--- src/rtl/reg_usb_stat_mon.sv ---
// rtl/reg_usb_stat_mon.sv - register-mapped multi-channel USB STAT pattern monitor
//
// Purpose: each channel compares the registered STAT word against its own
// pattern/mask. It counts qualifying events in level or edge mode and
// captures the first matching value together with its timestamp.
//
// Ports:
//   cwusb_clk      - single clock, rising edge
//   reset_i        - synchronous active-high reset
//   reg_address    - [7:6] block select, [5:0] register offset
//   reg_bytecnt    - byte index inside multi-byte registers
//   read_data      - registered read data, valid the cycle after reg_read
//   write_data     - write data byte
//   reg_read       - read strobe
//   reg_write      - write strobe
//   reg_addrvalid  - address valid
//   arm_i          - external arm, rising edge arms
//   stat_i         - STAT word, already synchronous to cwusb_clk
//   match_o        - per-channel one-cycle pulse on each qualifying event
//   any_captured_o - OR of all channel captured flags
//   selected       - this block is addressed
module reg_usb_stat_mon #(
  parameter int          pBYTECNT_SIZE = 7,
  parameter logic [1:0]  pSELECT       = 2'b10,
  parameter int          pNUM_CH       = 4,
  parameter int          pSTAT_WIDTH   = 5,
  parameter int          pCOUNT_WIDTH  = 16,
  parameter int          pTS_WIDTH     = 24
) (
  input  logic                     cwusb_clk,
  input  logic                     reset_i,
  input  logic [7:0]               reg_address,
  input  logic [pBYTECNT_SIZE-1:0] reg_bytecnt,
  output logic [7:0]               read_data,
  input  logic [7:0]               write_data,
  input  logic                     reg_read,
  input  logic                     reg_write,
  input  logic                     reg_addrvalid,
  input  logic                     arm_i,
  input  logic [pSTAT_WIDTH-1:0]   stat_i,
  output logic [pNUM_CH-1:0]       match_o,
  output logic                     any_captured_o,
  output logic                     selected
);

  localparam int CH_W = (pNUM_CH > 1) ? $clog2(pNUM_CH) : 1;

  localparam logic [5:0] OFF_CTRL    = 6'h00;
  localparam logic [5:0] OFF_CH_SEL  = 6'h01;
  localparam logic [5:0] OFF_CH_CFG  = 6'h02;
  localparam logic [5:0] OFF_STATUS  = 6'h03;
  localparam logic [5:0] OFF_COUNT   = 6'h04;
  localparam logic [5:0] OFF_SUMMARY = 6'h05;

  localparam logic [pBYTECNT_SIZE-1:0] BC0 = pBYTECNT_SIZE'(0);
  localparam logic [pBYTECNT_SIZE-1:0] BC1 = pBYTECNT_SIZE'(1);
  localparam logic [pBYTECNT_SIZE-1:0] BC2 = pBYTECNT_SIZE'(2);

  // State
  logic [pSTAT_WIDTH-1:0]  stat_q;
  logic [pSTAT_WIDTH-1:0]  pattern_q [pNUM_CH];
  logic [pSTAT_WIDTH-1:0]  mask_q    [pNUM_CH];
  logic [1:0]              mode_q    [pNUM_CH];
  logic [pSTAT_WIDTH-1:0]  cap_val_q [pNUM_CH];
  logic [pTS_WIDTH-1:0]    cap_ts_q  [pNUM_CH];
  logic [pCOUNT_WIDTH-1:0] count_q   [pNUM_CH];
  logic [pNUM_CH-1:0]      captured_q;
  logic [pNUM_CH-1:0]      hit_prev_q;
  logic [pNUM_CH-1:0]      match_q;
  logic [pTS_WIDTH-1:0]    ts_q;
  logic [7:0]              ch_sel_q;
  logic [7:0]              read_data_q;
  logic [7:0]              read_data_d;
  logic                    arm_prev_q;

  // Bus decode
  logic            wr_en;
  logic            rd_en;
  logic [5:0]      offset;
  logic            ch_valid;
  logic [CH_W-1:0] ch_idx;
  logic            arm;
  logic            clr_cnt;
  logic            cfg_wr;
  logic            pat_wr;

  assign selected = reg_addrvalid & (reg_address[7:6] == pSELECT);
  assign wr_en    = selected & reg_write;
  assign rd_en    = selected & reg_read;
  assign offset   = reg_address[5:0];
  assign ch_valid = ch_sel_q < 8'(pNUM_CH);
  assign ch_idx   = ch_sel_q[CH_W-1:0];

  assign arm     = (wr_en && offset == OFF_CTRL && write_data[0]) || (arm_i && !arm_prev_q);
  assign clr_cnt = wr_en && offset == OFF_CTRL && write_data[1];
  assign cfg_wr  = wr_en && offset == OFF_CH_CFG && ch_valid;
  // Pattern byte writes also restart capture on the selected channel
  assign pat_wr  = cfg_wr && reg_bytecnt == BC0;

  // Match detection on the registered STAT word
  logic [pNUM_CH-1:0] hit;
  logic [pNUM_CH-1:0] event_c;

  always_comb begin
    hit     = '0;
    event_c = '0;
    for (int c = 0; c < pNUM_CH; c++) begin
      hit[c] = (mode_q[c] == 2'd1 || mode_q[c] == 2'd2) &&
               (((stat_q ^ pattern_q[c]) & mask_q[c]) == '0);
      event_c[c] = (mode_q[c] == 2'd2) ? (hit[c] & ~hit_prev_q[c]) : hit[c];
    end
  end

  // Read mux; byte-indexed registers are shifted down by the byte index so
  // bytes past the end of a field naturally read as zero.
  logic [47:0] status_vec;

  always_comb begin
    read_data_d = '0;
    status_vec  = {32'(cap_ts_q[ch_idx]), 8'(cap_val_q[ch_idx]), 7'b0, captured_q[ch_idx]};
    if (rd_en) begin
      case (offset)
        OFF_CH_SEL: read_data_d = ch_sel_q;
        OFF_CH_CFG: begin
          if (ch_valid) begin
            if (reg_bytecnt == BC0)      read_data_d = 8'(pattern_q[ch_idx]);
            else if (reg_bytecnt == BC1) read_data_d = 8'(mask_q[ch_idx]);
            else if (reg_bytecnt == BC2) read_data_d = {6'b0, mode_q[ch_idx]};
          end
        end
        OFF_STATUS: begin
          if (ch_valid) read_data_d = 8'(status_vec >> {reg_bytecnt, 3'b000});
        end
        OFF_COUNT: begin
          if (ch_valid) read_data_d = 8'(32'(count_q[ch_idx]) >> {reg_bytecnt, 3'b000});
        end
        OFF_SUMMARY: read_data_d = 8'(captured_q);
        default: read_data_d = '0;
      endcase
    end
  end

  always_ff @(posedge cwusb_clk) begin
    if (reset_i) begin
      stat_q      <= '0;
      ts_q        <= '0;
      ch_sel_q    <= '0;
      read_data_q <= '0;
      arm_prev_q  <= 1'b0;
      captured_q  <= '0;
      hit_prev_q  <= '0;
      match_q     <= '0;
      for (int c = 0; c < pNUM_CH; c++) begin
        pattern_q[c] <= '0;
        mask_q[c]    <= '0;
        mode_q[c]    <= '0;
        cap_val_q[c] <= '0;
        cap_ts_q[c]  <= '0;
        count_q[c]   <= '0;
      end
    end else begin
      stat_q      <= stat_i;
      arm_prev_q  <= arm_i;
      read_data_q <= read_data_d;

      if (wr_en && offset == OFF_CH_SEL) ch_sel_q <= write_data;

      if (arm)             ts_q <= '0;
      else if (ts_q != '1) ts_q <= ts_q + pTS_WIDTH'(1);

      for (int c = 0; c < pNUM_CH; c++) begin
        if (cfg_wr && ch_idx == CH_W'(c)) begin
          if (reg_bytecnt == BC0)      pattern_q[c] <= write_data[pSTAT_WIDTH-1:0];
          else if (reg_bytecnt == BC1) mask_q[c]    <= write_data[pSTAT_WIDTH-1:0];
          else if (reg_bytecnt == BC2) mode_q[c]    <= write_data[1:0];
        end

        if (arm) begin
          // Arm drops any event in the same cycle
          match_q[c]    <= 1'b0;
          hit_prev_q[c] <= 1'b0;
          captured_q[c] <= 1'b0;
          cap_val_q[c]  <= '0;
          cap_ts_q[c]   <= '0;
          count_q[c]    <= '0;
        end else begin
          match_q[c] <= event_c[c];

          if (clr_cnt)                                  count_q[c] <= '0;
          else if (event_c[c] && count_q[c] != '1)      count_q[c] <= count_q[c] + pCOUNT_WIDTH'(1);

          if (pat_wr && ch_idx == CH_W'(c)) begin
            hit_prev_q[c] <= 1'b0;
            captured_q[c] <= 1'b0;
            cap_val_q[c]  <= '0;
            cap_ts_q[c]   <= '0;
          end else begin
            hit_prev_q[c] <= hit[c];
            if (event_c[c] && !captured_q[c]) begin
              captured_q[c] <= 1'b1;
              cap_val_q[c]  <= stat_q;
              cap_ts_q[c]   <= ts_q;
            end
          end
        end
      end
    end
  end

  assign read_data      = read_data_q;
  assign match_o        = match_q;
  assign any_captured_o = |captured_q;

endmodule

--- config.mk ---
export PLATFORM = sky130hd
export DESIGN_NAME = reg_usb_stat_mon
export DESIGN_NICKNAME = d
export VERILOG_FILES = /design/src/rtl/reg_usb_stat_mon.sv
export SDC_FILE = /design/constraint.sdc
export NUM_CORES = 1
export LEC_CHECK = 0
export CAP_MARGIN = 20
export CORE_MARGIN = 3
export CORE_UTILIZATION = 49
export DETAILED_ROUTE_END_ITERATION = 10
export PLACE_DENSITY = 0.65
export SETUP_SLACK_MARGIN = 0.15
export SYNTH_ARGS = -nofsm -noshare
export SYNTH_HDL_FRONTEND = slang
export SYNTH_SLANG_ARGS = --single-unit
--- constraint.sdc ---
create_clock -name cwusb_clk -period 9.9 [get_ports cwusb_clk]
set_clock_uncertainty 0.2 [all_clocks]
set_input_delay 1.485 -clock cwusb_clk [delete_from_list [all_inputs] [get_ports cwusb_clk]]
set_output_delay 1.485 -clock cwusb_clk [all_outputs]
set_load 0.02 [all_outputs]
* Word level (Yosys, flattened, before mapping)
Memories as Yosys holds them, arrays and structs flattened. A register that Yosys moved wholly into a read port is not among the register bits. Cells that the tools add are included.
Word-level totals: register bits 58, bits of input ports 34, output and inout bits 14, memories 6, memory bits (writable) 228
Memory list:
- cap_ts_q | words 4, bits a word 24, read ports 1, clocked after Yosys merged registers in 1, wr ports 4, RTL line 65 | logic [pTS_WIDTH-1:0] cap_ts_q [pNUM_CH];
- count_q | words 4, bits a word 16, read ports 5, clocked after Yosys merged registers in 1, wr ports 4, RTL line 66 | logic [pCOUNT_WIDTH-1:0] count_q [pNUM_CH];
- cap_val_q | words 4, bits a word 5, read ports 1, clocked after Yosys merged registers in 1, wr ports 4, RTL line 64 | logic [pSTAT_WIDTH-1:0] cap_val_q [pNUM_CH];
- mask_q | words 4, bits a word 5, read ports 5, clocked after Yosys merged registers in 1, wr ports 4, RTL line 62 | logic [pSTAT_WIDTH-1:0] mask_q [pNUM_CH];
- pattern_q | words 4, bits a word 5, read ports 5, clocked after Yosys merged registers in 1, wr ports 4, RTL line 61 | logic [pSTAT_WIDTH-1:0] pattern_q [pNUM_CH];
- mode_q | words 4, bits a word 2, read ports 5, clocked after Yosys merged registers in 1, wr ports 4, RTL line 63 | logic [1:0] mode_q [pNUM_CH];
Cells by class: bitwise logic cells 68, multiplexer cells 180, shift-type cells 2, equal/unequal tests 24, reductions and logical operators 52, add/subtract/negate cells 5, magnitude comparators 2
Operator list (count):
- $mux W24 | 12
- $mux W16 | 12
- $mux W5 | 23
- $mux W1 | 112
- $add A16 B1 Y16 const B | 4
- $ne A16 B16 Y1 const B | 4
- $or A1 B1 Y1 | 48
- $pmux W8 S5 | 1
- $shr A40 B10 Y8 | 1
- $mux W2 | 17
- $logic_and A1 B1 Y1 | 28
- $add A24 B1 Y24 const B | 1
- $ne A24 B24 Y1 const B | 1
- $and A5 B5 Y5 | 4
- $logic_not A5 Y1 | 4
- $xor A5 B5 Y5 | 4
- $mux W8 | 2
- $shr A16 B10 Y8 | 1
- $eq A2 B2 Y1 const B | 7
- $eq A6 B2 Y1 const B | 2
- $eq A6 B3 Y1 const B | 2
- $reduce_or A3 Y1 | 4
- $eq A2 B1 Y1 const B | 5
- $lt A8 B3 Y1 const B | 1
- other kinds (14) | 33

* Longest topological paths before layout
An unclocked memory read counts as a cell.
depth after elaboration 14, depth in mapped cells 11

* Least setup slack after synthesis
No wires, ideal clock.
kind input port to flip-flop, start input port reg_address[5], end memory cap_ts_q[0][0] (enable), data arrival time 4.472 ns, stages on the path 9, buffers on the path 3, path slack 4.807 ns, required time 9.279 ns, cell sequence or4_4 > or3b_1 > buf_2 > or3_1 > buf_2 > or3_1 > clkbuf_1 > o21ai_0 > o21bai_1
RTL lines:
- from (decl) | RTL line 32 | input logic [7:0] reg_address,
- to (decl) | RTL line 65

==> impl_metrics.ini <==
[status]
status = completed

[critical_path]
cp.arrival_ns = 5.08
end_kind = flip-flop
crit_fanout = 29
critical_path_class = input pin to flip-flop
rr_worst_depth = 6
required_ns = 9.91
crit_path_start_kind = input pin

[synthesis]
synthesis.nets = 1216
synth_warnings = 0
netlist_instances = 1173
synthFlopType = edfxtp_1
synth_top_area_frac = 0.479
yosys-top-cells-count = edfxtp_1, nor2_1, and2_1
syn_area_per_cell_um2 = 12.2
syn-cell-area_mm2 = 0.0143
ys_top_cells_by_area = edfxtp_1, mux4_2, dfxtp_1
yosysSeqAreaShare = 0.563
ys_async_sr_fraction = 0
synth_edf_count = 228
yosysTopAreaCell = edfxtp_1
yosysMostFrequentCell = edfxtp_1
synth_seq_cells = 288
yosysUniqueCellTypes = 51

[floorplanning]
start_util = 0.506
io_pins = 48
coreArea_mm2 = 0.0282
rows = 61
die_x_um = 177
dieArea_mm2 = 0.0312
die_h_um = 177

[clock_tree]
tritoncts = yes
numCtsBuffers = 31
post_cts_buffers = 0
clk_path_buf_depth = 3
cts.sinks = 288
insertion_delay_ns = 0.57
cts.htree.levels = 1
ctsHoldBuffers = 0
cts_root_buf = clkbuf_16
clkTransAtPathRegs_ns = 0.06
post_cts_resized = 0

[final_layout]
diodes = 0
drive_gt1_frac = 0.116
syn_to_final_growth_pct = 13.6
fin_nets = 1247
seqCellArea_mm2 = 0.00805
multi_input_area_mm2 = 0.00593
nFillCells = 2373

[global_routing]
grt_pass1_wl_um = 54300
antenna_found_initial = 0
grt_pass1_vias = 9312
grt_use_total = 0.226
overflow = 0
grt_start_max_net_pins = 46

[placement]
place_congestion = 0.937
dp_hpwl_um = 24300
dp_slack_ns = 4.28
portBuffers = 47

[sta]
hold_viol = 0
relSlewSlack = 0.260
fin_ws_ns = 4.83
finalSetupViolCount = 0
fin_crit_ns = 5.07
fmax_mhz = 197
rsz0062_at_grt = false
hold_slack_ns = 0.312
maxSlewViolCount = 0
post-route-period-util = 0.512
setup_tns_ns = 0
worstMarginPinSlew_ns = 1.11

[route]
wl_per_cell_um = 21.8
vias_per_cell = 5.87
drt_iter0_markers = 771
ant_nets = 0
num_vias = 9437
drc = 0
drtPass1Iterations = 5
routed_wirelength_um = 35000

[flow_run]
drv_cap = 0

[worst_hold_path]
worstHoldPathType = flip-flop to flip-flop
holdPathStages = 2

[power]
vdd_drop_max_mv = 0.132
total_leakage_power_nw = 5.75
pwr_density_cell_mw_per_mm2 = 177
power_mw = 2.87
-- through the flow --
stage / area, µm² / instances / utilization
after global placement: 15100 / 1548 / 0.534
after detailed placement: 15100 / 1548 / 0.534
after CTS: 16200 / 1606 / 0.574
after floorplan: 14300 / 1173 / -
after global routing: 16200 / 1607 / 0.575
final: 16200 / 1607 / 0.575
-- cell usage in the layout (no fill, tap or decap), types with 23 or more instances in the layout --
cell	instances
nand2_1	59
and3_1	44
mux4_2	58
nor2_1	144
xnor2_1	32
inv_1	23
clkbuf_16	31
mux2i_1	26
and2_1	130
nand3_1	31
xor2_1	62
edfxtp_1	228
dfxtp_1	58
clkdlybuf4s50_1	47
-- logic make-up (layout without fill, tap and decap cells) --
group / count (synthesis) / after routing / synth area share
AOI/OAI and AO/OA: 90 / 90 / 0.0429
xor gates and xnor gates: 94 / 94 / 0.0576
adders and majority gates: 9 / 9 / 0.00788
buffers and inverters: 83 / 139 / 0.0236
DFF: 288 / 288 / 0.563
muxes: 84 / 84 / 0.110
and+or+nand+nor: 525 / 525 / 0.195
-- critical path: stages --
cell	delay, ns
clkdlybuf4s50_1	0.49
or4_4	0.59
or3b_1	0.48
or3_1	0.48
or3_1	0.47
o21ai_0	0.43
o21bai_2	0.20
buf_4	0.43
-- per-layer routing --
metal	routed length, µm	part of all wire	track usage	vias up
met5	0	0	0	-
met4	1190	0.034	0.0733	0
met3	1860	0.053	0.0264	63
met2	16900	0.48	0.375	309
met1	15100	0.43	0.314	4711
li1	-	-	-	4354
-- power by group --
group | total [mW] | switching [mW] | internal, mW | leakage [nW]
registers | 1.42 | 0.0493 | 1.37 | 2.97
logic | 0.170 | 0.101 | 0.0692 | 2.22
clock network | 1.28 | 0.483 | 0.794 | 0.565
total | 2.87 | 0.633 | 2.24 | 5.75
-- sequential cells by signal, indices dropped and copies added (netlist names), named ones only --
signal and count:
hit_prev_q 4, cap_val_q 20, arm_prev_q 1, captured_q 4
ch_sel_q 8, cap_ts_q 96, read_data 8, ts_q 24
mode_q 8, pattern_q 20, match_o 4, count_q 64
stat_q 5, mask_q 20
-- worst paths after layout --
kind,slack (ns),to,start
hold / removal,0.31,ch_sel_q[6],ch_sel_q[6]
setup / recovery,4.83,cap_ts_q[0][10],reg_address[5]
setup reg to reg,6.17,count_q[1][0],stat_q[3]
hold reg to reg,0.31,ch_sel_q[6],ch_sel_q[6]
-- layout make-up --
cell class / instances / area share
clock inverter: 24 / 0.0202
timing repair buffer: 58 / 0.0345
multi-input combinational: 802 / 0.365
sequential: 288 / 0.496
inverter: 23 / 0.00532
tap: 378 / 0.0291
clock buffer: 34 / 0.0497
Power figures use the tool's default switching activity.
